**config.mk**
```make
export PLATFORM = sky130hd
export DESIGN_NAME = dmem_arbiter_flat
export DESIGN_NICKNAME = d
export VERILOG_FILES = /design/src/rtl/dmem_arbiter_pkg.sv /design/src/rtl/dmem_arbiter_if.sv /design/src/rtl/dmem_arbiter_rr.sv /design/src/rtl/dmem_arbiter.sv /design/src/flat_wrapper.sv
export SDC_FILE = /design/constraint.sdc
export NUM_CORES = 1
export LEC_CHECK = 0
export BUFFER_PORTS_ARGS = -buffer_cell sky130_fd_sc_hd__buf_2
export CAP_MARGIN = 5
export CORE_MARGIN = 3
export CORE_UTILIZATION = 44
export DETAILED_ROUTE_END_ITERATION = 8
export GPL_TIMING_DRIVEN = 1
export PLACE_DENSITY = 0.77
export SLEW_MARGIN = 20
export SYNTH_ARGS = -nofsm -noshare
export SYNTH_HDL_FRONTEND = slang
export SYNTH_SLANG_ARGS = --single-unit
```
**constraint.sdc**
```tcl
create_clock -name clock -period 1.5 [get_ports clock]
set_input_delay 0.075 -clock clock [delete_from_list [all_inputs] [get_ports clock]]
set_output_delay 0.075 -clock clock [all_outputs]
set_load 0.01 [all_outputs]
```
**src/rtl/dmem_arbiter_pkg.sv**
```systemverilog
// Shared types for the data-memory arbiter: command record, lock states, sizes.
package dmem_arb_pkg;
  localparam int WORD_W  = 8;
  localparam int OP_W    = 3;
  localparam int AW      = WORD_W - OP_W;
  localparam int NUM_REQ = 2;

  typedef logic req_id_t;

  typedef enum logic [1:0] {
    UNLOCKED = 2'd0,
    LOCKED0  = 2'd1,
    LOCKED1  = 2'd2
  } lock_state_t;

  typedef struct packed {
    logic              valid;
    req_id_t           id;
    logic              we;
    logic [AW-1:0]     addr;
    logic [WORD_W-1:0] wdata;
  } cmd_t;

  function automatic logic [NUM_REQ-1:0] id2oh(req_id_t id);
    return id ? 2'b10 : 2'b01;
  endfunction
endpackage

```
**src/rtl/dmem_arbiter_if.sv**
```systemverilog
// Requester/memory bundle of the data-memory arbiter; lock exists only with DMEM_ARB_LOCK_EN.
interface dmem_arbiter_if;
  import dmem_arb_pkg::*;

  logic [NUM_REQ-1:0]             req;
  logic [NUM_REQ-1:0]             we;
  logic [NUM_REQ-1:0][AW-1:0]     addr;
  logic [NUM_REQ-1:0][WORD_W-1:0] wdata;
  logic [NUM_REQ-1:0]             gnt;
  logic [NUM_REQ-1:0]             ack;
  logic [WORD_W-1:0]              rdata;
  logic [AW-1:0]                  Daddress;
  logic [WORD_W-1:0]              Wdata;
  logic                           WE;
  logic [WORD_W-1:0]              Mdata;
`ifdef DMEM_ARB_LOCK_EN
  logic [NUM_REQ-1:0]             lock;

  modport slave  (input  req, we, addr, wdata, Mdata, lock,
                  output gnt, ack, rdata, Daddress, Wdata, WE);
  modport master (output req, we, addr, wdata, Mdata, lock,
                  input  gnt, ack, rdata, Daddress, Wdata, WE);
`else
  modport slave  (input  req, we, addr, wdata, Mdata,
                  output gnt, ack, rdata, Daddress, Wdata, WE);
  modport master (output req, we, addr, wdata, Mdata,
                  input  gnt, ack, rdata, Daddress, Wdata, WE);
`endif
endinterface

```
**src/rtl/dmem_arbiter_rr.sv**
```systemverilog
// Combinational two-way round-robin grant; ptr names the requester favoured on a tie.
module rr_arbiter
  import dmem_arb_pkg::*;
(
  input  logic [NUM_REQ-1:0] req_i,
  input  logic [NUM_REQ-1:0] mask_i,
  input  req_id_t            ptr_i,
  output logic [NUM_REQ-1:0] gnt_o
);
  logic [NUM_REQ-1:0] elig;

  assign elig  = req_i & mask_i;
  assign gnt_o = (&elig) ? id2oh(ptr_i) : elig;
endmodule

```
**src/rtl/dmem_arbiter.sv**
```systemverilog
// Data-memory arbiter: RR grant, one registered command stage, registered ack/rdata.
// Define DMEM_ARB_LOCK_EN to add the lock port and the ownership-hold FSM.
module dmem_arbiter
  import dmem_arb_pkg::*;
(
  input  logic           clock,
  input  logic           n_reset,
  dmem_arbiter_if.slave  bus
);
  logic [NUM_REQ-1:0] gnt_raw, xfer, mask;
  req_id_t            ptr_q, xfer_id;
  cmd_t               cmd_q;
  logic [NUM_REQ-1:0] ack_q;
  logic [WORD_W-1:0]  rdata_q;

  rr_arbiter u_rr (
    .req_i  (bus.req),
    .mask_i (mask),
    .ptr_i  (ptr_q),
    .gnt_o  (gnt_raw)
  );

  // Grant is combinational, so it must be gated by reset explicitly.
  assign bus.gnt = gnt_raw & {NUM_REQ{n_reset}};
  assign xfer    = bus.req & bus.gnt;
  assign xfer_id = xfer[1];

  always_ff @(posedge clock or negedge n_reset) begin
    if (!n_reset)   ptr_q <= 1'b0;
    else if (|xfer) ptr_q <= ~xfer_id;
  end

`ifdef DMEM_ARB_LOCK_EN
  lock_state_t        lk_q;
  logic [NUM_REQ-1:0] mask_q;

  always_ff @(posedge clock or negedge n_reset) begin
    if (!n_reset) begin
      lk_q   <= UNLOCKED;
      mask_q <= '1;
    end else begin
      case (lk_q)
        UNLOCKED:
          if (|xfer && bus.lock[xfer_id]) begin
            lk_q   <= xfer_id ? LOCKED1 : LOCKED0;
            mask_q <= id2oh(xfer_id);
          end
        LOCKED0:
          if (!bus.lock[0] && (xfer[0] || !bus.req[0])) begin
            lk_q   <= UNLOCKED;
            mask_q <= '1;
          end
        LOCKED1:
          if (!bus.lock[1] && (xfer[1] || !bus.req[1])) begin
            lk_q   <= UNLOCKED;
            mask_q <= '1;
          end
        default: begin
          lk_q   <= UNLOCKED;
          mask_q <= '1;
        end
      endcase
    end
  end

  assign mask = mask_q;
`else
  assign mask = '1;
`endif

  // Address/data fields only load on a transfer so the memory bus holds when idle.
  always_ff @(posedge clock or negedge n_reset) begin
    if (!n_reset) begin
      cmd_q <= '0;
    end else begin
      cmd_q.valid <= |xfer;
      if (|xfer) begin
        cmd_q.id    <= xfer_id;
        cmd_q.we    <= bus.we[xfer_id];
        cmd_q.addr  <= bus.addr[xfer_id];
        cmd_q.wdata <= bus.wdata[xfer_id];
      end
    end
  end

  always_ff @(posedge clock or negedge n_reset) begin
    if (!n_reset) begin
      ack_q   <= '0;
      rdata_q <= '0;
    end else begin
      ack_q <= cmd_q.valid ? id2oh(cmd_q.id) : '0;
      if (cmd_q.valid && !cmd_q.we) rdata_q <= bus.Mdata;
    end
  end

  assign bus.WE       = cmd_q.valid & cmd_q.we;
  assign bus.Daddress = cmd_q.addr;
  assign bus.Wdata    = cmd_q.wdata;
  assign bus.ack      = ack_q;
  assign bus.rdata    = rdata_q;
endmodule

```
**src/flat_wrapper.sv**
```systemverilog
// flat-port wrapper written by rule: the top's interface ports become plain ports
module dmem_arbiter_flat import dmem_arb_pkg::*;
  (clock, n_reset, bus_req, bus_we, bus_addr, bus_wdata, bus_Mdata, bus_gnt, bus_ack, bus_rdata, bus_Daddress, bus_Wdata, bus_WE);
  dmem_arbiter_if bus_i ();
  input  logic clock;
  input  logic n_reset;
  input wire logic [$bits(bus_i.req)-1:0] bus_req;
  input wire logic [$bits(bus_i.we)-1:0] bus_we;
  input wire logic [$bits(bus_i.addr)-1:0] bus_addr;
  input wire logic [$bits(bus_i.wdata)-1:0] bus_wdata;
  input wire logic [$bits(bus_i.Mdata)-1:0] bus_Mdata;
  output wire logic [$bits(bus_i.gnt)-1:0] bus_gnt;
  output wire logic [$bits(bus_i.ack)-1:0] bus_ack;
  output wire logic [$bits(bus_i.rdata)-1:0] bus_rdata;
  output wire logic [$bits(bus_i.Daddress)-1:0] bus_Daddress;
  output wire logic [$bits(bus_i.Wdata)-1:0] bus_Wdata;
  output wire logic [$bits(bus_i.WE)-1:0] bus_WE;
  assign bus_i.req = bus_req;
  assign bus_i.we = bus_we;
  assign bus_i.addr = bus_addr;
  assign bus_i.wdata = bus_wdata;
  assign bus_i.Mdata = bus_Mdata;
  assign bus_gnt = bus_i.gnt;
  assign bus_ack = bus_i.ack;
  assign bus_rdata = bus_i.rdata;
  assign bus_Daddress = bus_i.Daddress;
  assign bus_Wdata = bus_i.Wdata;
  assign bus_WE = bus_i.WE;
  dmem_arbiter u_core (.clock(clock), .n_reset(n_reset), .bus(bus_i));
endmodule
```
==> run summary <==
Ys Warns = 0
Final net count = 231
Worst-path clk slew = 0.14 ns
Slowest-stage cell, CP = dfrtp_1
Max-cap check violation count = 0
DR WL met2 = 1410 um
Vias in the first global route = 1116
Placed insts = 205
Filler instances = 255
Vias per cell = 5.11
Wl on met1 = 1350 um
Met3 wire len = 247 um
Power Density = 1050 nW/um^2
Clk_lat worst skew = 0.31 ns
Hold Path Class = input port to register
# resized after CTS = 0
Final Hold Fails = 0
Crit path DAT = 1.35 ns
R2r setup slk = 0.21 ns
Die Y = 60.2 um
Peak supply drop = 0.776 mV
Largest cells by area after synthesis = dfrtp_1 (52%), buf_4 (9.3%), a31oi_1 (6.8%)
DRT Pass-1 Iters = 4
Crit Reg-Reg Endpoint = u_core.cmd_q[13]$_DFFE_PN0P_
WHS = 0.00502 ns
Netlist cell types = 20
Total grt overflow = 0
Synth Instances = 129
Diodes inserted = 0
Final number of setup-violating endpoints = 0
Core Box Area = 2780 um^2
Overall Global Routing Usage = 0.175
Setup_tns = 0 ns
Most common cell in the netlist = dfrtp_1
RSZ-0062 raised after global routing = false
Crit path launch type = register
First-pass GRT wire length = 4800 um
Flops & latches, synth = 27
CTS H-tree lvls = 1
Routed len/inst = 13.7 um
Worst Max-Slew Pin Slew = 0.859 ns
Setup bufs post-CTS = 0
Min Tclk post-route = 1.42 ns
Top cell type by total area after synthesis = dfrtp_1
Crit path buffers/inverters = 1
WHS Path Cells = 3
Largest net degree at the start of global routing = 31
Worst Min Path Start = bus_wdata[12]
Initial core utilization = 0.465
CTS Buf Count = 3
DP HPWL = 2160 um
Relative slew slack = 0.427
CTS root buffer = clkbuf_4
Crit Reg-Reg Startpoint = u_core.ptr_q$_DFFE_PN0P_
Top sig layer = met4
CTS Hold Buffers Added = 10
Routed Antenna Nets = 0
Seq/Total Area, Yosys = 0.523
Tcrit/Tclk final = 0.947
Crit path required time = 1.42 ns
Iter 0 DRT Violations = 25
Post-Synthesis Cell Area = 1290 um^2
I/O pin count = 66
Clk_skew = 0.00203 ns
Sink Count = 27
Number of synthesized flops with an enable pin = 0
Crit Path Class = register to output port
CP delay by family, top = simple AND/OR/NAND/NOR gates
Synth Flop Type = dfrtp_1
Non-filler instance count after layout = 221
Yosys top cell area share = 0.523
Syn_nets = 169
CP Cell Sequence = and2b_4 -> nor2_1 -> buf_2
Die area = 3620 um^2
Critical Path End Type = output port
Routed Wire Length = 3030 um
Avg Inst Size Synth = 10.0 um^2
CTS Buffer Depth = 2
Layout Area Growth over Synthesis = 28.6%
Initial antenna violation count = 0
GPL Wtd Cong = 0.690
Status = completed
DRC = 0
Post-synth top cells = dfrtp_1 (27), buf_4 (16), nor2_1 (15)
Reg2Reg Depth = 3
Crit-path max FO = 16
Leak = 0.787 nW
Asr flop ratio synth = 1.00
Vias = 1130
Fmax = 704 MHz
Max incr delay on CP = 0.43 ns
Rows = 19
# port buffers = 65
CTS tree = built
Worst Hold End = u_core.bus.Wdata[4]$_DFFE_PN0P_
Layout cell share with drive strength beyond 1 = 0.405
Fin. max-slew vios = 0
Die width = 60.2 um
-- cells by family (layout without fill, tap and decap cells) --
family,count (synthesis),after routing,share of synthesized area
buf+inv,23,84,0.124
compound gates,32,32,0.140
simple gates,39,39,0.143
mux,8,8,0.0697
flops,27,27,0.523
-- sequential cells by signal, summed over array words and instances (netlist names) --
register	count
u_core.bus.Daddress	5
u_core.cmd_q	3
u_core.bus.ack	2
u_core.bus.rdata	8
u_core.bus.Wdata	8
u_core.ptr_q	1
-- through the flow --
stage | area [um^2] | utilization | worst slack (ns) | total power [mW]
detailed placement | 1520 | 0.545 | 0.183 | 1.44
global route | 1660 | 0.597 | 0.0171 | 1.86
CTS | 1640 | 0.590 | 0.0777 | 1.76
floorplan | 1290 | - | 0.404 | 1.28
finish | 1660 | 0.597 | 0.0795 | 1.74
global placement | 1520 | 0.545 | 0.246 | 1.42
-- layout by cell type, fill, tap and decap left out --
cell and n:
dfrtp_1 27, clkbuf_4 3, o21ai_1 8, mux2_1 2
o22ai_1 1, clkbuf_1 1, mux2_2 6, buf_2 65
o21ai_0 7, a31oi_1 14, nand2_1 3, nand2b_1 1
and2_1 3, inv_1 1, a21oi_1 1, o21a_1 1
nor2b_1 2, and2b_4 1, buf_4 2, nand3_1 14
nor2_1 15, dlygate4sd3_1 12
-- cell type report --
type,count,area (um^2),share of cell area
Sequential cell,27,676,0.407
Timing Repair Buffer,79,460,0.277
Multi-Input combinational cell,79,457,0.275
Tap cell,31,38.8,0.0233
Clock buffer,4,26.3,0.0158
Inverter,1,3.75,0.00226
-- tightest hold or removal path, cell delays in order --
cell     delay (ns)
buf_2          0.10
nand3_1        0.06
a31oi_1        0.07
-- power by group --
group	leakage, nW	total [mW]	switching, mW	internal, mW
clock network	0.0150	0.305	0.202	0.104
logic	0.459	0.512	0.263	0.249
registers	0.313	0.926	0.0672	0.858
total	0.787	1.74	0.532	1.21
-- how the worst max path moves through the flow --
stage	to	cells after the start	slack [ns]	start
after floorplan	u_core.bus.rdata[0]$_DFFE_PN0P_	3	0.40	u_core.cmd_q[13]$_DFFE_PN0P_
after global placement	u_core.cmd_q[14]$_DFFE_PN0P_	3	0.25	n_reset
after detailed placement	u_core.bus.Wdata[7]$_DFFE_PN0P_	3	0.18	n_reset
after CTS	bus_gnt[1]	3	0.08	u_core.ptr_q$_DFFE_PN0P_
after global routing	bus_gnt[1]	3	0.02	u_core.ptr_q$_DFFE_PN0P_
final	bus_gnt[1]	3	0.08	u_core.ptr_q$_DFFE_PN0P_
-- per-layer routing --
metal	global-route usage	up-vias
met3	0.0302	2
li1	-	563
met4	0.0570	0
met5	0	-
met2	0.298	50
met1	0.224	515
Power figures use the tool's default switching activity.
